--- src/rtl/uart_cmd_decoder_pkg.sv ---
// Shared constants and state encoding for the UART framebuffer command decoder.
package uart_cmd_pkg;

  localparam logic [7:0] OP_WRITE = 8'h57;
  localparam logic [7:0] OP_READ  = 8'h52;
  localparam logic [7:0] RSP_ACK  = 8'h06;
  localparam logic [7:0] RSP_NAK  = 8'h15;

  typedef enum logic [2:0] {
    ST_IDLE,
    ST_ADDR_HI,
    ST_ADDR_LO,
    ST_DATA,
    ST_EXEC_WR,
    ST_EXEC_RD,
    ST_RD_WAIT,
    ST_RESP
  } state_t;

  // True in the states where the next frame byte is being awaited.
  function automatic logic awaits_byte(state_t s);
    return (s == ST_ADDR_HI) || (s == ST_ADDR_LO) || (s == ST_DATA);
  endfunction

endpackage

--- src/rtl/uart_cmd_decoder_if.sv ---
// Bundles the UART rx/tx handshakes and the framebuffer access bus of the decoder.
interface uart_cmd_decoder_if #(
  parameter int ADDR_W = 16
);
  logic              rx_valid;
  logic [7:0]        rx_data;
  logic              tx_valid;
  logic [7:0]        tx_data;
  logic              tx_ready;
  logic              mem_we;
  logic              mem_re;
  logic [ADDR_W-1:0] mem_addr;
  logic [7:0]        mem_wdata;
  logic [7:0]        mem_rdata;

  // Host side: UART receiver, UART transmitter and framebuffer together.
  modport master (
    output rx_valid, rx_data, tx_ready, mem_rdata,
    input  tx_valid, tx_data, mem_we, mem_re, mem_addr, mem_wdata
  );

  modport slave (
    input  rx_valid, rx_data, tx_ready, mem_rdata,
    output tx_valid, tx_data, mem_we, mem_re, mem_addr, mem_wdata
  );
endinterface

--- src/rtl/uart_cmd_timer.sv ---
// Inter-byte timeout counter: saturating, expires after TIMEOUT enabled cycles without a clear.
module uart_cmd_timer #(
  parameter int TIMEOUT = 434000
) (
  input  logic clk,
  input  logic rst_n,
  input  logic clear,
  input  logic enable,
  output logic expired
);
  localparam int              CNT_W = (TIMEOUT > 1) ? $clog2(TIMEOUT) : 1;
  localparam logic [CNT_W-1:0] LAST = CNT_W'(TIMEOUT - 1);

  logic [CNT_W-1:0] cnt_q, cnt_d;

  always_comb begin
    cnt_d = cnt_q;
    if (clear) begin
      cnt_d = '0;
    end else if (enable && (cnt_q != LAST)) begin
      cnt_d = cnt_q + CNT_W'(1);
    end
  end

  // NOTE: state registers use non-blocking assignment so every flop samples pre-edge values.
  always_ff @(posedge clk or negedge rst_n) begin
    if (!rst_n) cnt_q <= '0;
    else        cnt_q <= cnt_d;
  end

  assign expired = enable && (cnt_q == LAST);

endmodule

--- src/rtl/uart_cmd_decoder.sv ---
// Assembles UART bytes into framebuffer read/write commands and returns one response byte each.
module uart_cmd_decoder
  import uart_cmd_pkg::*;
#(
  parameter int ADDR_W  = 16,
  parameter int TIMEOUT = 434000
) (
  input  logic                clk,
  input  logic                rst_n,
  uart_cmd_decoder_if.slave   bus
);

  state_t            state_q, state_d;
  logic              is_write_q, is_write_d;
  logic [7:0]        addr_hi_q, addr_hi_d;
  logic [ADDR_W-1:0] mem_addr_q, mem_addr_d;
  logic [7:0]        wdata_q, wdata_d;
  logic [7:0]        tx_data_q, tx_data_d;
  logic              mem_we, mem_re;

  logic timer_en, timer_clear, timer_expired;

  assign timer_en    = awaits_byte(state_q);
  // Clearing outside the waiting states guarantees a fresh count on entering ADDR_HI.
  assign timer_clear = bus.rx_valid || !timer_en;

  uart_cmd_timer #(
    .TIMEOUT (TIMEOUT)
  ) u_timer (
    .clk     (clk),
    .rst_n   (rst_n),
    .clear   (timer_clear),
    .enable  (timer_en),
    .expired (timer_expired)
  );

  // NOTE: every output of this block is given a default first, so no path can infer a latch.
  always_comb begin
    state_d    = state_q;
    is_write_d = is_write_q;
    addr_hi_d  = addr_hi_q;
    mem_addr_d = mem_addr_q;
    wdata_d    = wdata_q;
    tx_data_d  = tx_data_q;
    mem_we     = 1'b0;
    mem_re     = 1'b0;

    unique case (state_q)
      ST_IDLE: begin
        if (bus.rx_valid) begin
          if ((bus.rx_data == OP_WRITE) || (bus.rx_data == OP_READ)) begin
            is_write_d = (bus.rx_data == OP_WRITE);
            state_d    = ST_ADDR_HI;
          end else begin
            tx_data_d = RSP_NAK;
            state_d   = ST_RESP;
          end
        end
      end
      // A byte arriving in the expiry cycle takes priority over the timeout.
      ST_ADDR_HI: begin
        if (bus.rx_valid) begin
          addr_hi_d = bus.rx_data;
          state_d   = ST_ADDR_LO;
        end else if (timer_expired) begin
          state_d = ST_IDLE;
        end
      end
      ST_ADDR_LO: begin
        if (bus.rx_valid) begin
          mem_addr_d = ADDR_W'({addr_hi_q, bus.rx_data});
          state_d    = is_write_q ? ST_DATA : ST_EXEC_RD;
        end else if (timer_expired) begin
          state_d = ST_IDLE;
        end
      end
      ST_DATA: begin
        if (bus.rx_valid) begin
          wdata_d = bus.rx_data;
          state_d = ST_EXEC_WR;
        end else if (timer_expired) begin
          state_d = ST_IDLE;
        end
      end
      ST_EXEC_WR: begin
        mem_we    = 1'b1;
        tx_data_d = RSP_ACK;
        state_d   = ST_RESP;
      end
      ST_EXEC_RD: begin
        mem_re  = 1'b1;
        state_d = ST_RD_WAIT;
      end
      ST_RD_WAIT: begin
        tx_data_d = bus.mem_rdata;
        state_d   = ST_RESP;
      end
      ST_RESP: begin
        if (bus.tx_ready) state_d = ST_IDLE;
      end
      default: state_d = ST_IDLE;
    endcase
  end

  always_ff @(posedge clk or negedge rst_n) begin
    if (!rst_n) begin
      state_q    <= ST_IDLE;
      is_write_q <= 1'b0;
      addr_hi_q  <= '0;
      mem_addr_q <= '0;
      wdata_q    <= '0;
      tx_data_q  <= '0;
    end else begin
      state_q    <= state_d;
      is_write_q <= is_write_d;
      addr_hi_q  <= addr_hi_d;
      mem_addr_q <= mem_addr_d;
      wdata_q    <= wdata_d;
      tx_data_q  <= tx_data_d;
    end
  end

  assign bus.tx_valid  = (state_q == ST_RESP);
  assign bus.tx_data   = tx_data_q;
  assign bus.mem_we    = mem_we;
  assign bus.mem_re    = mem_re;
  assign bus.mem_addr  = mem_addr_q;
  assign bus.mem_wdata = wdata_q;

endmodule

--- src/flat_wrapper.sv ---
// flat-port wrapper written by rule: the top's interface ports become plain ports
module uart_cmd_decoder_flat import uart_cmd_pkg::*;
#(
  parameter int ADDR_W  = 16,
  parameter int TIMEOUT = 434000
)
  (clk, rst_n, bus_rx_valid, bus_rx_data, bus_tx_ready, bus_mem_rdata, bus_tx_valid, bus_tx_data, bus_mem_we, bus_mem_re, bus_mem_addr, bus_mem_wdata);
  uart_cmd_decoder_if #(.ADDR_W(ADDR_W)) bus_i ();
  input  logic clk;
  input  logic rst_n;
  input wire logic [$bits(bus_i.rx_valid)-1:0] bus_rx_valid;
  input wire logic [$bits(bus_i.rx_data)-1:0] bus_rx_data;
  input wire logic [$bits(bus_i.tx_ready)-1:0] bus_tx_ready;
  input wire logic [$bits(bus_i.mem_rdata)-1:0] bus_mem_rdata;
  output wire logic [$bits(bus_i.tx_valid)-1:0] bus_tx_valid;
  output wire logic [$bits(bus_i.tx_data)-1:0] bus_tx_data;
  output wire logic [$bits(bus_i.mem_we)-1:0] bus_mem_we;
  output wire logic [$bits(bus_i.mem_re)-1:0] bus_mem_re;
  output wire logic [$bits(bus_i.mem_addr)-1:0] bus_mem_addr;
  output wire logic [$bits(bus_i.mem_wdata)-1:0] bus_mem_wdata;
  assign bus_i.rx_valid = bus_rx_valid;
  assign bus_i.rx_data = bus_rx_data;
  assign bus_i.tx_ready = bus_tx_ready;
  assign bus_i.mem_rdata = bus_mem_rdata;
  assign bus_tx_valid = bus_i.tx_valid;
  assign bus_tx_data = bus_i.tx_data;
  assign bus_mem_we = bus_i.mem_we;
  assign bus_mem_re = bus_i.mem_re;
  assign bus_mem_addr = bus_i.mem_addr;
  assign bus_mem_wdata = bus_i.mem_wdata;
  uart_cmd_decoder #(.ADDR_W(ADDR_W), .TIMEOUT(TIMEOUT)) u_core (.clk(clk), .rst_n(rst_n), .bus(bus_i));
endmodule
--- config.mk ---
export PLATFORM = sky130hd
export DESIGN_NAME = uart_cmd_decoder_flat
export DESIGN_NICKNAME = d
export VERILOG_FILES = /design/src/rtl/uart_cmd_decoder_pkg.sv /design/src/rtl/uart_cmd_decoder_if.sv /design/src/rtl/uart_cmd_timer.sv /design/src/rtl/uart_cmd_decoder.sv /design/src/flat_wrapper.sv
export SDC_FILE = /design/constraint.sdc
export NUM_CORES = 1
export LEC_CHECK = 0
export CORE_ASPECT_RATIO = 0.6
export CORE_MARGIN = 2
export CORE_UTILIZATION = 35
export CTS_CLUSTER_DIAMETER = 200
export DETAILED_ROUTE_END_ITERATION = 8
export GPL_TIMING_DRIVEN = 1
export MAX_ROUTING_LAYER = met4
export SLEW_MARGIN = 20
export SYNTH_ARGS = -nofsm -noshare
export SYNTH_HDL_FRONTEND = slang
export SYNTH_SLANG_ARGS = --single-unit
--- constraint.sdc ---
create_clock -name clk -period 2.6 [get_ports clk]
set_input_delay 0.39 -clock clk [delete_from_list [all_inputs] [get_ports clk]]
set_output_delay 0.39 -clock clk [all_outputs]
set_load 0.02 [all_outputs]
# [Word level (Yosys, flattened, before mapping)]
# Index checks and enable logic that the tools add are counted.
[word_totals] regBits=63 input_bits=20
[op_classes] addsub=1 n_eq_ne=14 n_mux=16 n_reduce_logical=17
[ops] op="$mux W19" count=2
[ops] op="$mux W3" count=8
[ops] op="$pmux W8 S3" count=1
[ops] op="$pmux W3 S7" count=1
[ops] op="$add A19 B1 Y19 const B" count=1
[ops] op="$eq A19 B19 Y1 const B" count=1
[ops] op="$ne A19 B19 Y1 const B" count=1
[ops] op="$eq A8 B7 Y1 const B" count=2
[ops] op="$mux W8" count=2
[ops] op="$eq A3 B3 Y1 const B" count=4
[ops] op="$reduce_and A2 Y1" count=4
[ops] op="$eq A3 B2 Y1 const B" count=2
[ops] op="$ne A2 B2 Y1 const B" count=3
[ops] op="$reduce_and A3 Y1" count=2
[ops] op="$logic_or A1 B1 Y1" count=4
[ops] op="$eq A3 B1 Y1 const B" count=1
[ops] op="$logic_not A3 Y1" count=1
[ops] op="$reduce_bool A3 Y1" count=1
[ops] op="$logic_and A1 B1 Y1" count=2
[ops] op="$mux W1" count=2
[ops] op="$reduce_bool A2 Y1" count=1
[ops] op="$reduce_or A2 Y1" count=1
[ops] op="$logic_not A1 Y1" count=1

# [Longest topological paths before layout]
# Gate-level depths: netlist of run 1.
[logic_depth] depth_word=7 ltp_mapped=6 mapped_depth_nobuf=5

# [By module]
# From an unflattened synthesis of run 1, not the netlist that was laid out.
[hier_totals] cells_unflattened=266 area_unflattened_um2=3061.7
[modules_own_cells] mod="uart_cmd_decoder" n_inst=1 cells_per_inst=155 area_per_inst_um2=1994.4 seq_area_each_um2=1101.1
[modules_own_cells] mod="uart_cmd_timer" n_inst=1 cells_per_inst=111 area_per_inst_um2=1067.3 seq_area_each_um2=475.5

# [Worst setup path before layout of run 1]
# Ideal clock, no wire load.
[synth_path] path_type="register -> output" startpoint="register u_core.state_q[2]" endpoint="output port bus_mem_re" t_arrival_ps=1358 required_time_ps=2210 path_slack_ps=852 path_stages_with_launch=5 cell_sequence="dfrtp_1 clkbuf_1 clkbuf_1 inv_1 nor3_1"
[synth_via] elab_chain_len=2
[synth_rtl] item="from (decl)" line_no="uart_cmd_decoder.sv:13" rtl="state_t state_q, state_d;"
[synth_rtl] item="from (signal assigned)" line_no="uart_cmd_decoder.sv:114" rtl="state_q <= state_d;"
[synth_rtl] item="$eq A3 B3 Y1" line_no="uart_cmd_decoder.sv:48" rtl="unique case (state_q)"
[synth_rtl] item="$mux W1" line_no="uart_cmd_decoder.sv:48"
[synth_rtl] item="to (decl)" line_no="flat_wrapper.sv:18" rtl="output wire logic [$bits(bus_i.mem_re)-1:0] bus_mem_re;"
# No other way between the ends.

# [Final worst setup path of run 1]
[layout_path] startpoint="register u_core.state_q[0]" endpoint="output port bus_mem_re"
# The elaborated chain is that of the path after synthesis.

==> results of run 1 <==
[area by class of cell]
cell class / instances / area, µm² / share of cell area, %
clock inverter: 7 / 87.6 / 2.27
inverter: 11 / 41.3 / 1.07
tap: 108 / 135 / 3.50
clock buffer: 9 / 225 / 5.83
timing repair buffer: 62 / 608 / 15.7
sequential: 63 / 1580 / 40.8
multi-input combinational: 168 / 1190 / 30.8
[cell families (layout without fill, tap and decap cells)]
family / count (synthesis) / after routing
compound gates: 50 / 50
simple gates: 77 / 77
buf+inv: 21 / 89
xor+xnor: 9 / 9
flops: 63 / 63
fa+ha+maj: 1 / 1
mux: 31 / 31
[stage by stage]
stage / hold slack [ns] / std cells / instance area [µm²] / power [mW]
floorplan: 0.0944 / 252 / 2850 / 2.46
global placement: 0.461 / 412 / 3550 / 3.23
detailed placement: 0.471 / 412 / 3550 / 3.25
CTS: 0.116 / 428 / 3860 / 4.53
global route: 0.159 / 428 / 3860 / 4.74
finish: 0.105 / 428 / 3860 / 4.48
[cells in the mapped netlist (2+ instances only)]
master	number
a21oi_1	16
a22o_1	4
a31oi_1	4
and3_1	6
buf_2	2
clkbuf_1	8
dfrtp_1	63
inv_1	11
mux2_2	31
nand2_1	9
nand2b_1	2
nand3_1	8
nand4_1	7
nor2_1	14
nor2b_1	3
nor3_1	10
o21ai_0	11
o21ai_1	2
o31ai_1	5
or3_1	4
or4_1	3
xnor2_1	3
xor2_1	6
[placed cells by master (no fill, tap or decap), types with 2 or more instances in the layout]
cell / Yosys / routed
and3_1: 6 / 6
nor2_1: 14 / 14
xor2_1: 6 / 6
nand4_1: 7 / 7
or4_1: 3 / 3
nor2b_1: 3 / 3
a22o_1: 4 / 4
dfrtp_1: 63 / 63
nand3_1: 8 / 8
o31ai_1: 5 / 5
bufinv_16: 0 / 2
clkinv_2: 0 / 4
o21ai_1: 2 / 2
clkbuf_16: 0 / 9
nand2_1: 9 / 9
xnor2_1: 3 / 3
a31oi_1: 4 / 4
nor3_1: 10 / 10
nand2b_1: 2 / 2
mux2_2: 31 / 31
buf_4: 0 / 7
or3_1: 4 / 4
clkdlybuf4s50_1: 0 / 53
a21oi_1: 16 / 16
inv_1: 11 / 11
o21ai_0: 11 / 11
[worst paths after layout]
path                       slack, ns                  endpoint  cells past startpoint               startpoint
max in group asynchronous       1.87       u_core.addr_hi_q[5]                      2                    rst_n
hold / removal                  0.11     u_core.bus.tx_data[2]                      1                    rst_n
setup reg to reg                0.71  u_core.u_timer.cnt_q[18]                      5  u_core.u_timer.cnt_q[0]
setup / recovery                0.33                bus_mem_re                      3        u_core.state_q[0]
min in group clk                0.49     u_core.bus.tx_data[1]                      1    u_core.bus.tx_data[1]
hold reg to reg                 0.49     u_core.bus.tx_data[1]                      1    u_core.bus.tx_data[1]
[registers in the layout (all words and copies together) (netlist names)]
register	flops
u_core.u_timer.cnt_q	19
u_core.bus.mem_addr	16
u_core.addr_hi_q	8
u_core.bus.mem_wdata	8
u_core.bus.tx_data	8
u_core.state_q	3
u_core.is_write_q	1
[per-layer routing]
metal / share of wire (%) / routed length, µm
met1: 52 / 3460
met2: 41 / 2730
met3: 5.3 / 349
met4: 1.5 / 99
met5: 0 / 0
[where the power goes]
part           leakage [nW]  total (mW)  switching [mW]  internal [mW]
Combinational         0.648        1.68           0.820          0.857
Clock                 0.155        1.26           0.426          0.831
Sequential            0.792        1.55           0.232           1.32
==> results.md, run 1 <==
* Clock skew at 0.00925 ns
* I/O Pins at 55
* Die area at a little under 0.009 mm²
* Synth top area share at 55.4%
* Max_slew headroom at a little over half
* DRT Pass-1 Iters at 4
* Nets at roughly 340
* Synthesized cell area at 0.00285 mm²
* Final Max Tran Viols at 0
* CTS H-tree depth at 3
* Synth Area in XOR/XNOR at between 2 and 3%
* Vias in the first global route at ~2100
* Main combinational cell family by area after synthesis: simple AND/OR/NAND/NOR gates
* Adder-Cell Fraction of Synth Area at less than 1%
* Post-synth EDFFs at 0
* GP Congestion at between 0.8 and 0.9
* CP Cell Sequence: inv_1, nor3_1, clkdlybuf4s50_1
* Status: finished, final reports clean
* Core Region at just under 0.008 mm²
* GR Util met2 at between 20 and 25%
* FF+latch count, synth at 63
* Least-Margin Pin Slew at between 0.6 and 0.7 ns
* TritonCTS clock tree: done
* Ant. Diodes at 0
* Fmax at between 400 and 500 MHz
* Port Buffer Count at 54
* Ys flop type: dfrtp_1
* Tot GR Track Use at between 10% and 20%
* TritonCTS buffer count at 9
* Met1 Usage GRT at 23.9%
* Drt wl/cell at around 16 µm
* Initial antenna violation count at 0
* Area delta synth->final at 35.7%
* Power Density at around 1200 mW/mm²
* Setup TNS at 0 ns
* Crit path largest cell delay at roughly 0.64 ns
* Synth area leader: dfrtp_1
* Post-CTS Setup Repair Bufs at 0
* Netlist cell types at 43
* Syn Nets at approximately 270
* Pleak at ~1.6 nW
* Ranking of synthesized cells by area: dfrtp_1 (55%), mux2_2 (12%), a21oi_1 (2.8%)
* Final WS setup at 0.328 ns
* Post-Synth Simple-Gate Area at between 10% and 20%
* Compound-Gate Fraction of Synth Area at 10.7%
* Filler Cell Count at ~750
* WS Path Type: flop to primary output
* Crit path max-delay family: buffers and inverters
* Mux share of post-synthesis cell area at about an eighth
* Arrival time at the worst endpoint at approximately 1.9 ns
* Synth Warn # at 0
* Tcrit/Tclk final at 87.4%
* Crit-path slowest cell: clkdlybuf4s50_1
* Post-cts resize count at 0
* Skew-Pair Late Insertion Delay at ~0.33 ns
* Share of cells above drive strength 1 at between 15 and 20%
* Crit path required time at 2.21 ns
* CP Launch Type: flop
* FFs w/ async S/R, synth at between 90% and 100%
* Post-CTS Hold Fix Bufs at 0
* Final setup vio count at 0
* Chip width at about 120 µm
* Antenna Violating Nets Remaining at 0
* Global route overflow at 0
* Post-DP HPWL at 4720 µm
* Detailed Route Iter0 Violations at ~120
* Cells after Synth at approximately 250
* Peak supply drop at 0.560 mV
* RSZ-0062 raised after global routing: no
* Crit end category: primary output
* CTS root buf: clkbuf_16
* Initial Util at approximately 36%
* Clk slew on worst S/H paths at ~0.050 ns
* Worst hold path class: input pin to asynchronous set/reset pin
* Via density per instance at about 5.1
* Total of max-cap violations at 0
* CP Buf/Inv Count at 2
* Pre-CTS setup slack at between 0.3 and 0.4 ns
* Final Hold Vio Count at 0
* DRT Wirelength at between 6000 and 7000 µm
* Clock Path Buffers at 2
* Via count at approximately 2200
* GR peak layer: met1
* Met3 usage at 5.12%
* First-pass GRT wire length at about 11000 µm
* Clk sinks at 63
* Final Core Density at about half
* Tmin final at around 2.3 ns
* Site Rows at 25
* Die Span Y at between 70 and 80 µm
* Synthesized area per cell at about 11 µm²
* CP Max Fanout at 11
* Largest net degree at the start of global routing at 37
* Post-synthesis sequential area ratio at about 55%
* Residual DRC at 0
No activity file was read; power rests on OpenSTA's default activity.
==> inputs of run 2 (changes only) <==
--- a/config.mk
+++ b/config.mk
@@ -8,7 +8,7 @@
 export CORE_ASPECT_RATIO = 0.6
 export CORE_MARGIN = 2
 export CORE_UTILIZATION = 35
-export CTS_CLUSTER_DIAMETER = 200
+export CTS_CLUSTER_DIAMETER = 100
 export DETAILED_ROUTE_END_ITERATION = 8
 export GPL_TIMING_DRIVEN = 1
 export MAX_ROUTING_LAYER = met4
==> results of run 2 <==
Final layout, timing and power as in run 1 (identical DEF).
==> inputs of run 3 (changes only) <==
--- a/config.mk
+++ b/config.mk
@@ -7,11 +7,12 @@
 export LEC_CHECK = 0
 export CORE_ASPECT_RATIO = 0.6
 export CORE_MARGIN = 2
-export CORE_UTILIZATION = 35
+export CORE_UTILIZATION = 55
 export CTS_CLUSTER_DIAMETER = 100
 export DETAILED_ROUTE_END_ITERATION = 8
 export GPL_TIMING_DRIVEN = 1
 export MAX_ROUTING_LAYER = met4
+export PLACE_DENSITY = 0.84
 export SLEW_MARGIN = 20
 export SYNTH_ARGS = -nofsm -noshare
 export SYNTH_HDL_FRONTEND = slang
==> run 3 against run 2 <==
Net effect: global-route usage is 8.7 points higher; via count up 2.9%; register-to-register slack worse by 0.07 ns; final area shrank 4.0%; power decreased by 7.0%; worst hold slack worse by 0.042 ns; highest routed layer unchanged; critical path type unchanged; largest power group unchanged; die area decreased by 35%.
==> results.md, run 3 (synthesized netlist as in run 1, its figures left out) <==
* Post-CTS Hold Fix Bufs at 0
* Tmin final at 2.31 ns
* Antenna Violating Nets Remaining at 0
* Crit-path slowest cell: clkdlybuf4s50_1
* Status: finished, final reports clean
* Final Max Tran Viols at 0
* Drt wl/cell at 16.9 µm
* Arrival time at the worst endpoint at roughly 1.9 ns
* Chip width at just under 100 µm
* Power Density at about 1100 mW/mm²
* Most frequent cells in the layout: dfrtp_1 (63), clkdlybuf4s50_1 (53), mux2_2 (31)
* Pleak at roughly 1.5 nW
* GP Congestion at 0.875
* Vias in the first global route at approximately 2200
* Residual DRC at 0
* Port Buffer Count at 54
* WS Path Type: flop to primary output
* CP Launch Type: flop
* Via count at about 2200
* Largest net degree at the start of global routing at 39
* Die Span Y at 59.7 µm
* Detailed Route Iter0 Violations at around 190
* Max reg flops at 19
* Global route overflow at 0
* Max_slew headroom at 58.2%
* CP Max Fanout at 11
* Filler Cell Count at between 300 and 400
* DRT Pass-1 Iters at 5
* Crit path required time at approximately 2.2 ns
* Post-CTS Setup Repair Bufs at 0
* Final setup vio count at 0
* CP Cell Sequence: inv_1, nor3_1, clkdlybuf4s50_1
* Least-Margin Pin Slew at roughly 0.63 ns
* Die area at a little under 0.006 mm²
* Clk slew on worst S/H paths at around 0.07 ns
* Post-DP HPWL at between 4000 and 5000 µm
* Register area at between 0.0015 and 0.002 mm²
* First-pass GRT wire length at 10900 µm
* I/O Pins at 55
* Peak supply drop at slightly below 0.6 mV
* Post-cts resize count at 0
* Initial antenna violation count at 0
* Crit end category: primary output
* CTS H-tree depth at 3
* Tot GR Track Use at between 20% and 30%
* Crit path largest cell delay at around 0.66 ns
* Initial Util at 56.6%
* Final Hold Vio Count at 0
* Via density per instance at 5.80
* Clock skew at ~0.0076 ns
* Area of the multi-input gates at approximately 0.0012 mm²
* Worst hold path class: input pin to asynchronous set/reset pin
* Skew-Pair Late Insertion Delay at 0.34 ns
* Tot Pwr at between 4 and 5 mW
* TritonCTS clock tree: done
* Share of cells above drive strength 1 at between 10% and 20%
* CTS root buf: clkbuf_8
* Core Region at slightly above 0.005 mm²
* Tcrit/Tclk final at between 80% and 90%
* Total of max-cap violations at 0
* RSZ-0062 raised after global routing: no
* Clk sinks at 63
* Biggest register: u_core.u_timer.cnt_q
* Setup TNS at 0 ns
* Fmax at around 430 MHz
* Nets at approximately 340
* Area delta synth->final at 30.3%
* Clock Path Buffers at 2
* Ant. Diodes at 0
* DRT Wirelength at 6530 µm
* TritonCTS buffer count at 9
* Most common cell after layout, fill and taps aside: dfrtp_1
* Site Rows at 20
run 3: area by class of cell:
| type | count | share of cell area [%] |
|---|---|---|
| clock inverter | 6 | 2.29 |
| tap | 66 | 2.23 |
| sequential | 63 | 42.5 |
| inverter | 11 | 1.11 |
| timing repair buffer | 62 | 16.4 |
| multi-input combinational | 168 | 32.1 |
| clock buffer | 10 | 3.44 |
run 3: critical path, delay by kind of cell (launching register included):
family	cells	cell delay, ns
flip-flops	1	0.56
AND/OR/NAND/NOR	1	0.22
buffers and inverters	2	0.80
run 3: worst paths after layout:
kind,slack (ns),from,end,depth (start not counted)
worst max-delay path,0.29,u_core.state_q[2],bus_mem_we,3
worst min-delay path,0.06,rst_n,u_core.bus.tx_data[6],1
worst max register to register,0.64,u_core.u_timer.cnt_q[0],u_core.u_timer.cnt_q[16],5
worst min register to register,0.50,u_core.bus.mem_addr[8],u_core.bus.mem_addr[8],1
max in group asynchronous,1.93,rst_n,u_core.u_timer.cnt_q[4],2
min in group clk,0.50,u_core.bus.mem_addr[8],u_core.bus.mem_addr[8],1
run 3: stage by stage:
step / instance area (µm²) / hold WS [ns] / worst slack, ns / cells / util (%)
CTS: 3710 / 0.0806 / 0.317 / 386 / 73.8
floorplan: 2850 / 0.0944 / 0.852 / 252 / -
global placement: 3500 / 0.423 / 0.496 / 370 / 69.6
global route: 3710 / 0.102 / 0.214 / 386 / 73.8
finish: 3710 / 0.0631 / 0.291 / 386 / 73.8
detailed placement: 3500 / 0.434 / 0.387 / 370 / 69.6
run 3: report_power, final:
group / switching (mW) / internal (mW)
Clock: 0.384 / 0.536
Combinational: 0.854 / 0.865
Sequential: 0.215 / 1.32
Total: 1.45 / 2.72
run 3: metal layers:
layer | global-route usage (%) | wire length [µm] | vias to the layer above
li1 | - | - | 1053
met5 | - | 0 | -
met4 | 7.44 | 63 | 0
met1 | 36.0 | 3190 | 1073
met2 | 34.2 | 2740 | 105
met3 | 9.36 | 540 | 8
